<file path="src/rtl/alu_pkg.sv">
// alu_pkg: definitions shared by the pipelined ALU and its multiplier.
//   - Opcode encodings for the G_sel input.
//   - Bit positions of the Z/C/N/V flags inside ZCNVFlags.
//   - Encoding of the control FSM states.
// Optional feature macro: ALU_MUL_EN (MUL opcode and sequential multiplier).
package alu_pkg;

    localparam logic [3:0] OP_ADD  = 4'b0000;
    localparam logic [3:0] OP_SUB  = 4'b0001;
    localparam logic [3:0] OP_SLL  = 4'b0010;
    localparam logic [3:0] OP_MUL  = 4'b0011;
    localparam logic [3:0] OP_SLT  = 4'b0100;
    localparam logic [3:0] OP_SLTU = 4'b0110;
    localparam logic [3:0] OP_XOR  = 4'b1000;
    localparam logic [3:0] OP_SRL  = 4'b1010;
    localparam logic [3:0] OP_SRA  = 4'b1011;
    localparam logic [3:0] OP_OR   = 4'b1100;
    localparam logic [3:0] OP_AND  = 4'b1110;

    localparam int FLAG_Z = 3;
    localparam int FLAG_C = 2;
    localparam int FLAG_N = 1;
    localparam int FLAG_V = 0;

    typedef enum logic [1:0] {
        ST_IDLE     = 2'd0,
        ST_MUL_RUN  = 2'd1,
        ST_MUL_WAIT = 2'd2
    } state_e;

endpackage

</file>
<file path="src/rtl/alu_mul_seq.sv">
// alu_mul_seq: shift-add unsigned multiplier, one partial product per cycle.
// Ports:
//   clk, rst    clock (rising edge), asynchronous active-high reset
//   start_i     load a_i/b_i and begin a new multiplication
//   a_i, b_i    operands (sampled only while start_i is high)
//   done_o      high in the cycle whose clock edge performs the final step
//   product_o   2*WIDTH-bit product; valid with done_o and held afterwards
// Used by alu_pipe only when ALU_MUL_EN is defined.
module alu_mul_seq
    import alu_pkg::*;
#(
    parameter int WIDTH = 32
) (
    input  logic                 clk,
    input  logic                 rst,
    input  logic                 start_i,
    input  logic [WIDTH-1:0]     a_i,
    input  logic [WIDTH-1:0]     b_i,
    output logic                 done_o,
    output logic [2*WIDTH-1:0]   product_o
);

    localparam int SHW = $clog2(WIDTH);

    logic [2*WIDTH-1:0] mcand_q;
    logic [2*WIDTH-1:0] acc_q;
    logic [2*WIDTH-1:0] acc_d;
    logic [WIDTH-1:0]   mplier_q;
    logic [SHW-1:0]     count_q;
    logic               busy_q;

    // The product output is the accumulator after the current step, so the
    // final result is available in the same cycle as done_o. Once all
    // multiplier bits are shifted out, acc_d equals acc_q and stays stable.
    always_comb begin
        acc_d = acc_q;
        if (mplier_q[0]) begin
            acc_d = acc_q + mcand_q;
        end
    end

    assign product_o = acc_d;
    assign done_o    = busy_q && (count_q == SHW'(WIDTH - 1));

    // One shift-add step per cycle while busy; start restarts from scratch.
    always_ff @(posedge clk or posedge rst) begin
        if (rst) begin
            mcand_q  <= '0;
            acc_q    <= '0;
            mplier_q <= '0;
            count_q  <= '0;
            busy_q   <= 1'b0;
        end else if (start_i) begin
            mcand_q  <= {{WIDTH{1'b0}}, a_i};
            acc_q    <= '0;
            mplier_q <= b_i;
            count_q  <= '0;
            busy_q   <= 1'b1;
        end else if (busy_q) begin
            acc_q    <= acc_d;
            mcand_q  <= mcand_q << 1;
            mplier_q <= mplier_q >> 1;
            count_q  <= count_q + SHW'(1);
            if (done_o) begin
                busy_q <= 1'b0;
            end
        end
    end

endmodule

</file>
<file path="src/rtl/alu_pipe.sv">
// alu_pipe: registered, valid/ready handshaked ALU with Z/C/N/V flags.
// Ports:
//   clk, rst              clock (rising edge), asynchronous active-high reset
//   in_valid / in_ready   operation handshake (in_ready depends on out_ready)
//   G_sel, A, B           opcode and operands
//   out_valid / out_ready result handshake
//   G, ZCNVFlags          registered result and flags [3]=Z [2]=C [1]=N [0]=V
// Optional feature macro: ALU_MUL_EN adds the MUL opcode (0011) using the
// sequential multiplier alu_mul_seq; without it 0011 behaves as undefined.
module alu_pipe
    import alu_pkg::*;
#(
    parameter int WIDTH = 32
) (
    input  logic             clk,
    input  logic             rst,
    input  logic             in_valid,
    output logic             in_ready,
    input  logic [3:0]       G_sel,
    input  logic [WIDTH-1:0] A,
    input  logic [WIDTH-1:0] B,
    output logic             out_valid,
    input  logic             out_ready,
    output logic [WIDTH-1:0] G,
    output logic [3:0]       ZCNVFlags
);

    localparam int SHW = $clog2(WIDTH);

    state_e             state_q;
    logic [WIDTH-1:0]   g_q;
    logic [3:0]         flags_q;
    logic               out_valid_q;

    logic [WIDTH-1:0]   result_d;
    logic [3:0]         flags_d;
    logic               carry_d;
    logic               ovf_d;
    logic               sub_op;
    logic [WIDTH-1:0]   b_eff;
    logic [WIDTH:0]     sum_ext;
    logic [SHW-1:0]     shamt;
    logic               out_free;
    logic               accept;

    assign out_free  = !out_valid_q || out_ready;
    assign in_ready  = !rst && (state_q == ST_IDLE) && out_free;
    assign accept    = in_valid && in_ready;
    assign G         = g_q;
    assign ZCNVFlags = flags_q;
    assign out_valid = out_valid_q;
    assign shamt     = B[SHW-1:0];

    // Single-cycle datapath. SUB reuses the adder as A + ~B + 1 so its carry
    // out directly means "no borrow". Undefined opcodes fall to the default
    // branch, giving G = 0 and hence flags 4'b1000.
    always_comb begin
        sub_op   = (G_sel == OP_SUB);
        b_eff    = sub_op ? ~B : B;
        sum_ext  = {1'b0, A} + {1'b0, b_eff} + {{WIDTH{1'b0}}, sub_op};
        result_d = '0;
        carry_d  = 1'b0;
        ovf_d    = 1'b0;
        case (G_sel)
            OP_ADD, OP_SUB: begin
                result_d = sum_ext[WIDTH-1:0];
                carry_d  = sum_ext[WIDTH];
                ovf_d    = (A[WIDTH-1] == b_eff[WIDTH-1]) &&
                           (sum_ext[WIDTH-1] != A[WIDTH-1]);
            end
            OP_SLL:  result_d = A << shamt;
            OP_SRL:  result_d = A >> shamt;
            OP_SRA:  result_d = $unsigned($signed(A) >>> shamt);
            OP_SLT:  result_d = {{(WIDTH-1){1'b0}}, ($signed(A) < $signed(B))};
            OP_SLTU: result_d = {{(WIDTH-1){1'b0}}, (A < B)};
            OP_XOR:  result_d = A ^ B;
            OP_OR:   result_d = A | B;
            OP_AND:  result_d = A & B;
            default: result_d = '0;
        endcase
        flags_d         = '0;
        flags_d[FLAG_Z] = (result_d == '0);
        flags_d[FLAG_C] = carry_d;
        flags_d[FLAG_N] = result_d[WIDTH-1];
        flags_d[FLAG_V] = ovf_d;
    end

`ifdef ALU_MUL_EN
    logic               mul_start;
    logic               mul_done;
    logic [2*WIDTH-1:0] mul_product;
    logic [WIDTH-1:0]   mul_g;
    logic [3:0]         mul_flags;

    assign mul_start = accept && (G_sel == OP_MUL);

    alu_mul_seq #(
        .WIDTH     (WIDTH)
    ) u_mul (
        .clk       (clk),
        .rst       (rst),
        .start_i   (mul_start),
        .a_i       (A),
        .b_i       (B),
        .done_o    (mul_done),
        .product_o (mul_product)
    );

    // MUL flags: carry signals that the upper product half was discarded.
    always_comb begin
        mul_g             = mul_product[WIDTH-1:0];
        mul_flags         = '0;
        mul_flags[FLAG_Z] = (mul_g == '0);
        mul_flags[FLAG_C] = |mul_product[2*WIDTH-1:WIDTH];
        mul_flags[FLAG_N] = mul_g[WIDTH-1];
    end
`endif

    // Control FSM and output register. A retiring result clears out_valid
    // unless something new loads in the same cycle, so a simultaneous
    // retire-and-accept keeps out_valid high with the new value.
    always_ff @(posedge clk or posedge rst) begin
        if (rst) begin
            state_q     <= ST_IDLE;
            g_q         <= '0;
            flags_q     <= '0;
            out_valid_q <= 1'b0;
        end else begin
            if (out_valid_q && out_ready) begin
                out_valid_q <= 1'b0;
            end
            case (state_q)
                ST_IDLE: begin
                    if (accept) begin
`ifdef ALU_MUL_EN
                        if (G_sel == OP_MUL) begin
                            state_q <= ST_MUL_RUN;
                        end else begin
                            g_q         <= result_d;
                            flags_q     <= flags_d;
                            out_valid_q <= 1'b1;
                        end
`else
                        g_q         <= result_d;
                        flags_q     <= flags_d;
                        out_valid_q <= 1'b1;
`endif
                    end
                end
`ifdef ALU_MUL_EN
                ST_MUL_RUN: begin
                    if (mul_done) begin
                        if (out_free) begin
                            g_q         <= mul_g;
                            flags_q     <= mul_flags;
                            out_valid_q <= 1'b1;
                            state_q     <= ST_IDLE;
                        end else begin
                            state_q <= ST_MUL_WAIT;
                        end
                    end
                end
                ST_MUL_WAIT: begin
                    if (out_free) begin
                        g_q         <= mul_g;
                        flags_q     <= mul_flags;
                        out_valid_q <= 1'b1;
                        state_q     <= ST_IDLE;
                    end
                end
`endif
                default: state_q <= ST_IDLE;
            endcase
        end
    end

endmodule

</file>
<file path="config.mk">
export PLATFORM = sky130hd
export DESIGN_NAME = alu_pipe
export DESIGN_NICKNAME = d
export VERILOG_FILES = /design/src/rtl/alu_pkg.sv /design/src/rtl/alu_mul_seq.sv /design/src/rtl/alu_pipe.sv
export SDC_FILE = /design/constraint.sdc
export NUM_CORES = 1
export LEC_CHECK = 0
export CAP_MARGIN = 0
export CORE_MARGIN = 10
export CORE_UTILIZATION = 45
export DETAILED_ROUTE_END_ITERATION = 10
export DONT_BUFFER_PORTS = 1
export GPL_TIMING_DRIVEN = 0
export SLEW_MARGIN = 15
export SYNTH_ARGS = -nofsm -noshare
export SYNTH_HDL_FRONTEND = slang
export SYNTH_HIERARCHICAL = 1
export SYNTH_SLANG_ARGS = --single-unit
</file>
<file path="constraint.sdc">
create_clock -name clk -period 2.52 [get_ports clk]
set_clock_uncertainty 0.15 [all_clocks]
set_input_delay 0.252 -clock clk [delete_from_list [all_inputs] [get_ports clk]]
set_output_delay 0.252 -clock clk [all_outputs]
set_load 0.02 [all_outputs]
</file>
* Word-level counts from Yosys, hierarchy flattened *
Index checks and enable logic that the tools add are counted.

operators by class
  $add $sub $neg = 2
  magnitude comparators = 2
  eq/ne operators = 11
  shifts and indexed selects = 3
  multiplexer cells = 6
  bitwise gates (word level) = 4
  reduce and logical (&&, ||, !) cells = 11

operators with widths
  operator                                                         count
  32-bit case mux with 9 select lines                              1
  32-bit < comparator                                              2
  32-bit by 32-bit adder with 33-bit output                        1
  33-bit by 1-bit adder with 33-bit output                         1
  32-bit AND                                                       1
  32-bit zero test                                                 1
  32-bit two-way mux                                               1
  32-bit inverter                                                  1
  32-bit OR                                                        1
  32-bit by 5-bit left shift with 32-bit output                    1
  32-bit by 5-bit right shift with 32-bit output                   1
  32-bit by 5-bit >>> shifter with 32-bit output                   1
  32-bit bitwise XOR                                               1
  4-bit == test, second input constant                             5
  4-bit by 3-bit == test with 1-bit output, second input constant  2
  4-bit by 1-bit == test with 1-bit output, second input constant  1
  4-bit by 2-bit == test with 1-bit output, second input constant  1
  1-bit logical AND                                                4
  4-bit zero test                                                  1
  1-bit two-way mux                                                4
  1-bit zero test                                                  2
  2-bit nonzero test                                               1
  2-bit OR reduction                                               1
  1-bit == test                                                    1
  2 further kinds                                                  2

word-level totals
  flip-flop bits (word level) = 37
  output and inout bits = 38
  logic and storage cells = 42

* Longest topological paths before layout *
  depth after elaboration = 7
  mapped depth = 17
  mapped depth without buffers = 14

* Worst setup path after synthesis *
Ideal clock, no wire load.

  path kind = input to register
  start = in B[3]
  end = reg flags_q[3], in the netlist ZCNVFlags[3]
  library setup time = 68 ps
  data arrival time = 4274 ps
  required time = 2302 ps
  path slack = -1973 ps
  stages = 16
  buffers on the path = 4
  path through = clkbuf_1 clkbuf_1 buf_1 buf_1 xnor2_1 ha_1 and4_1 and3_1 o2111ai_2 nand4_1 and3_1 or4_1 a211oi_1 or4bb_1 nor4_1 a32o_1

between the ends
  longest elaborated chain between the ends = 6

ends and longest elaborated chain
  what                                       RTL line         RTL
  start: declaration                         alu_pipe.sv:21   input logic [WIDTH-1:0] B,
  32-bit inverter                            alu_pipe.sv:59   b_eff = sub_op ? ~B : B;
  32-bit two-way mux                         alu_pipe.sv:59
  32-bit by 32-bit adder with 33-bit output  alu_pipe.sv:60   sum_ext = {1'b0, A} + {1'b0, b_eff} + {{WIDTH{1'b0}}, sub_op};
  33-bit by 1-bit adder with 33-bit output   alu_pipe.sv:60
  32-bit case mux with 9 select lines *      alu_pipe.sv:64   case (G_sel)
  32-bit zero test *                         alu_pipe.sv:82   flags_d[FLAG_Z] = (result_d == '0);
  end signal: assignment                     alu_pipe.sv:145  flags_q <= flags_d;
  end: declaration                           alu_pipe.sv:32   logic [3:0] flags_q;

Mark *: on every way between the ends. The rest lies on a longest branch, timed or not.
A chain may end at the register's enable or synchronous reset.

* Final worst setup path *
  start = in G_sel[3]
  end = reg flags_q[3], in the netlist ZCNVFlags[3]

between the ends
  longest elaborated chain between the ends = 6

ends and longest elaborated chain
  what                                       RTL line                        RTL
  start: declaration                         alu_pipe.sv:19                  input logic [3:0] G_sel,
  4-bit by 1-bit == test with 1-bit output   alu_pipe.sv:58, alu_pipe.sv:64
  32-bit two-way mux                         alu_pipe.sv:59
  32-bit by 32-bit adder with 33-bit output  alu_pipe.sv:60
  33-bit by 1-bit adder with 33-bit output   alu_pipe.sv:60
  32-bit case mux with 9 select lines *      alu_pipe.sv:64
  32-bit zero test *                         alu_pipe.sv:82

Marks and branches as above.

==> summary.md <==
| Metric | Value |
|---|---|
| Port Buffers | `0` |
| Die Wd | `170 um` |
| R2r setup slk | `-0.70 ns` |
| Core area | `22000 um2` |
| Hold endpoint | `G[24]` |
| Buf+Inv Stages, Crit Path | `2` |
| Io pins | `110` |
| Overall Power | `4.35 mW` |
| CTS max path bufs | `2` |
| Max cap viols | `0` |
| CP Data Arrival Time | `4.29 ns` |
| Failing checks | `setup timing` |
| Startpoint Class | `input pin` |
| Async S/R FF share, synth | `100%` |
| Fin. Hold Viols | `0` |
| P_leak | `5.47 nW` |
| CTS tree | `built` |
| Biggest cell delay along the critical path | `0.66 ns` |
| Detailed-route DRC error count | `0` |
| Most frequent cells in the layout | `nand2_1 (117), ha_1 (116), inv_1 (79)` |
| Root cell of the clock tree | `clkbuf_16` |
| # nets final | `1551` |
| Sink Count | `36` |
| Routed wire length | `53400 um` |
| Met2 WL | `22600 um` |
| Crit path max-delay family | `simple AND/OR/NAND/NOR gates` |
| Fmax achieved | `237 MHz` |
| Part of the cycle the worst path needs | `167%` |
| Htree depth | `2` |
| Worst Tran Pin Value | `0.913 ns` |
| First-pass GRT wire length | `77200 um` |
| Reg2Reg Launch Point | `out_valid` |
| Top Layer Used | `met5` |
| Synthesized area | `10100 um2` |
| Area grow syn2layout | `25.6%` |
| Post-route setup slack | `-1.70 ns` |
| Min-delay src | `in_valid` |
| Sequential share of the synthesized area | `8.91%` |
| Worst Hold Slack | `0.0338 ns` |
| Setup TNS | `-29.14 ns` |
| Mapped Cells | `1269` |
| WL met1 | `20100 um` |
| Largest net degree at the start of global routing | `37` |
| CP max FO | `5` |
| Die Footprint | `28900 um2` |
| Unrepaired setup endpoints after global routing | `yes` |
| First DRT Iteration DRCs | `1739` |
| Commonest non-fill, non-tap cell in the layout | `nand2_1` |
| TritonCTS Buffers | `5` |
| WS Path Type | `input pin to flop` |
| Number of synthesized register bits | `36` |
| R2r worst-path depth | `10` |
| Synth Flop Type | `dfrtp_1` |
| Worst path required time | `2.59 ns` |
| Gr usage total | `35.5%` |
| Slowest CP cell | `or4b_4` |
| Mapped Nets | `1470` |
| Routed length on met3 | `7260 um` |
| Antenna viol nets, final | `0` |
| CP Cell Sequence | `or4b_4, buf_12, xnor2_2, ha_1, and4_4, and3_4, o2111ai_4, buf_6, a31oi_4, mux2i_2, a2111oi_4, nand4_1, or4_4, nor4_4, a32o_1` |
| Pre-CTS setup slack | `-2.86 ns` |
| Vias in the first global route | `11400` |
| Final Max Tran Viols | `0` |
| Fillers | `1978` |
| Global placement routability congestion | `1.11` |
| Via Count | `11700` |
| Die Y | `170 um` |
| WL/cell | `32.7 um` |
| Max rail drop VDD | `0.243 mV` |
| Avg Inst Size Synth | `7.97 um2` |
| Post-Route Utilization | `57.9%` |
| Hpwl dp | `41300 um` |
| Gr ovfl total | `0` |
| CP Capture Type | `flop` |
| Outcome | `finished with violations` |
| Layout cells sized above 1 | `27.0%` |
| Clk_lat worst skew | `0.27 ns` |
| # setup viols final | `35` |
| Cell variety after synth | `82` |
| Rows | `54` |
| WHS Path Cells | `2` |
| DRT Pass-1 Iters | `7` |
| Clock slew at reported path FFs | `0.06 ns` |
| Starting Density | `46.1%` |
| Vias/cell | `7.16` |
| Reg-to-reg critical path endpoint | `ZCNVFlags[3]` |
| Min Tclk post-route | `4.22 ns` |
| Antenna violations before repair | `0` |
| Pwr dens | `342 nW/um2` |
| EDFF count, synth | `0` |
| Slew HR | `38.4%` |
| Worst min path class | `input pin to flop` |
| Synth warn | `6` |
worst reg2reg max path, stage by stage (launching register included):
cell and delay (ns):
dfrtp_1 0.45, inv_1 0.10, o21a_1 0.30, nand2_1 0.38
nor3_2 0.28, nand3_1 0.13, a21oi_4 0.19, nand4b_1 0.13
or4_4 0.56, nor4_4 0.28, a32o_1 0.18
cell usage after synthesis (all sizes together), types with 6 or more instances:
master	instances	area [um2]
a211o	9	78.8
a211oi	16	120
a21o	17	128
a21oi	70	350
a221oi	18	158
a22oi	23	173
a311oi	6	52.6
a31oi	11	83.8
and2	9	56.3
and3	14	87.6
buf	34	185
clkbuf	56	210
dfrtp	36	901
ha	128	1600
inv	84	315
mux2	41	462
mux2i	65	651
mux4	46	1040
nand2	121	454
nand2b	10	62.6
nand3	28	140
nand4	16	100
nor2	65	244
nor2b	12	75.1
nor3	23	115
nor3b	7	52.6
o2111ai	11	103
o211ai	17	128
o21a	12	90.1
o21ai	91	455
o22ai	14	87.6
o31ai	9	67.6
or2	8	50.1
or3	7	43.8
or4	6	45.0
xnor2	40	350
xor2	11	96.3
logic make-up after synthesis:
family	Yosys count	synth area share [%]
and+or+nand+nor	353	17.4
AOI/OAI and AO/OA	374	25.0
adders and majority gates	129	16.0
DFF	36	8.91
buffers and inverters	174	7.03
muxes	152	21.2
xor gates and xnor gates	51	4.42
area by class of cell:
cell class              count  area, um2  area share (%)
plain buffers              85        713            5.61
multi-input cells        1059       9580            75.4
well taps                 280        350            2.76
inverters                  84        329            2.59
repair buffers             79        684            5.39
clock inverters             3       18.8           0.148
diodes                      1       2.50          0.0197
clock buffers               5        125           0.985
flip-flops and latches     36        901            7.09
per-layer routing:
metal / track usage (%) / vias to the layer above
met5: 0 / -
met4: 17.6 / 2
met3: 10.6 / 215
met2: 53.3 / 897
met1: 45.3 / 5624
li1: - / 4944
per-stage QoR:
stage               std cells  cell area (um2)
floorplan                1269            10300
global placement         1549            10600
detailed placement       1550            10700
CTS                      1613            12100
global route             1631            12700
finish                   1632            12700
state kept, by name, summed over array words and instances (netlist names):
signal and count:
G 31, ZCNVFlags 4, out_valid 1
worst max path at each step:
stage / startpoint / to / cells past startpoint
floorplan: G_sel[3] / ZCNVFlags[3] / 15
global placement: B[0] / ZCNVFlags[3] / 16
detailed placement: B[0] / ZCNVFlags[3] / 16
CTS: G_sel[1] / ZCNVFlags[3] / 14
global route: G_sel[3] / ZCNVFlags[3] / 16
finish: G_sel[3] / ZCNVFlags[3] / 15
where the power goes:
group,leakage [nW],internal [mW],switching (mW)
clock,0.0736,0.364,0.239
sequential,0.467,0.684,0.212
combinational,4.93,1.21,1.64
what timing repair did:
item / 4_1_cts / 5_1_grt
setup endpoints to repair: 35 / 35
gates resized for setup: 195 / 84
endpoints found under the hold margin: 38 / 0
buffers inserted: 53 / 21
pin swaps: 55 / 58
hold buffers: 4 / 0
gates cloned: 1 / 0
No activity file was read; power rests on OpenSTA's default activity.
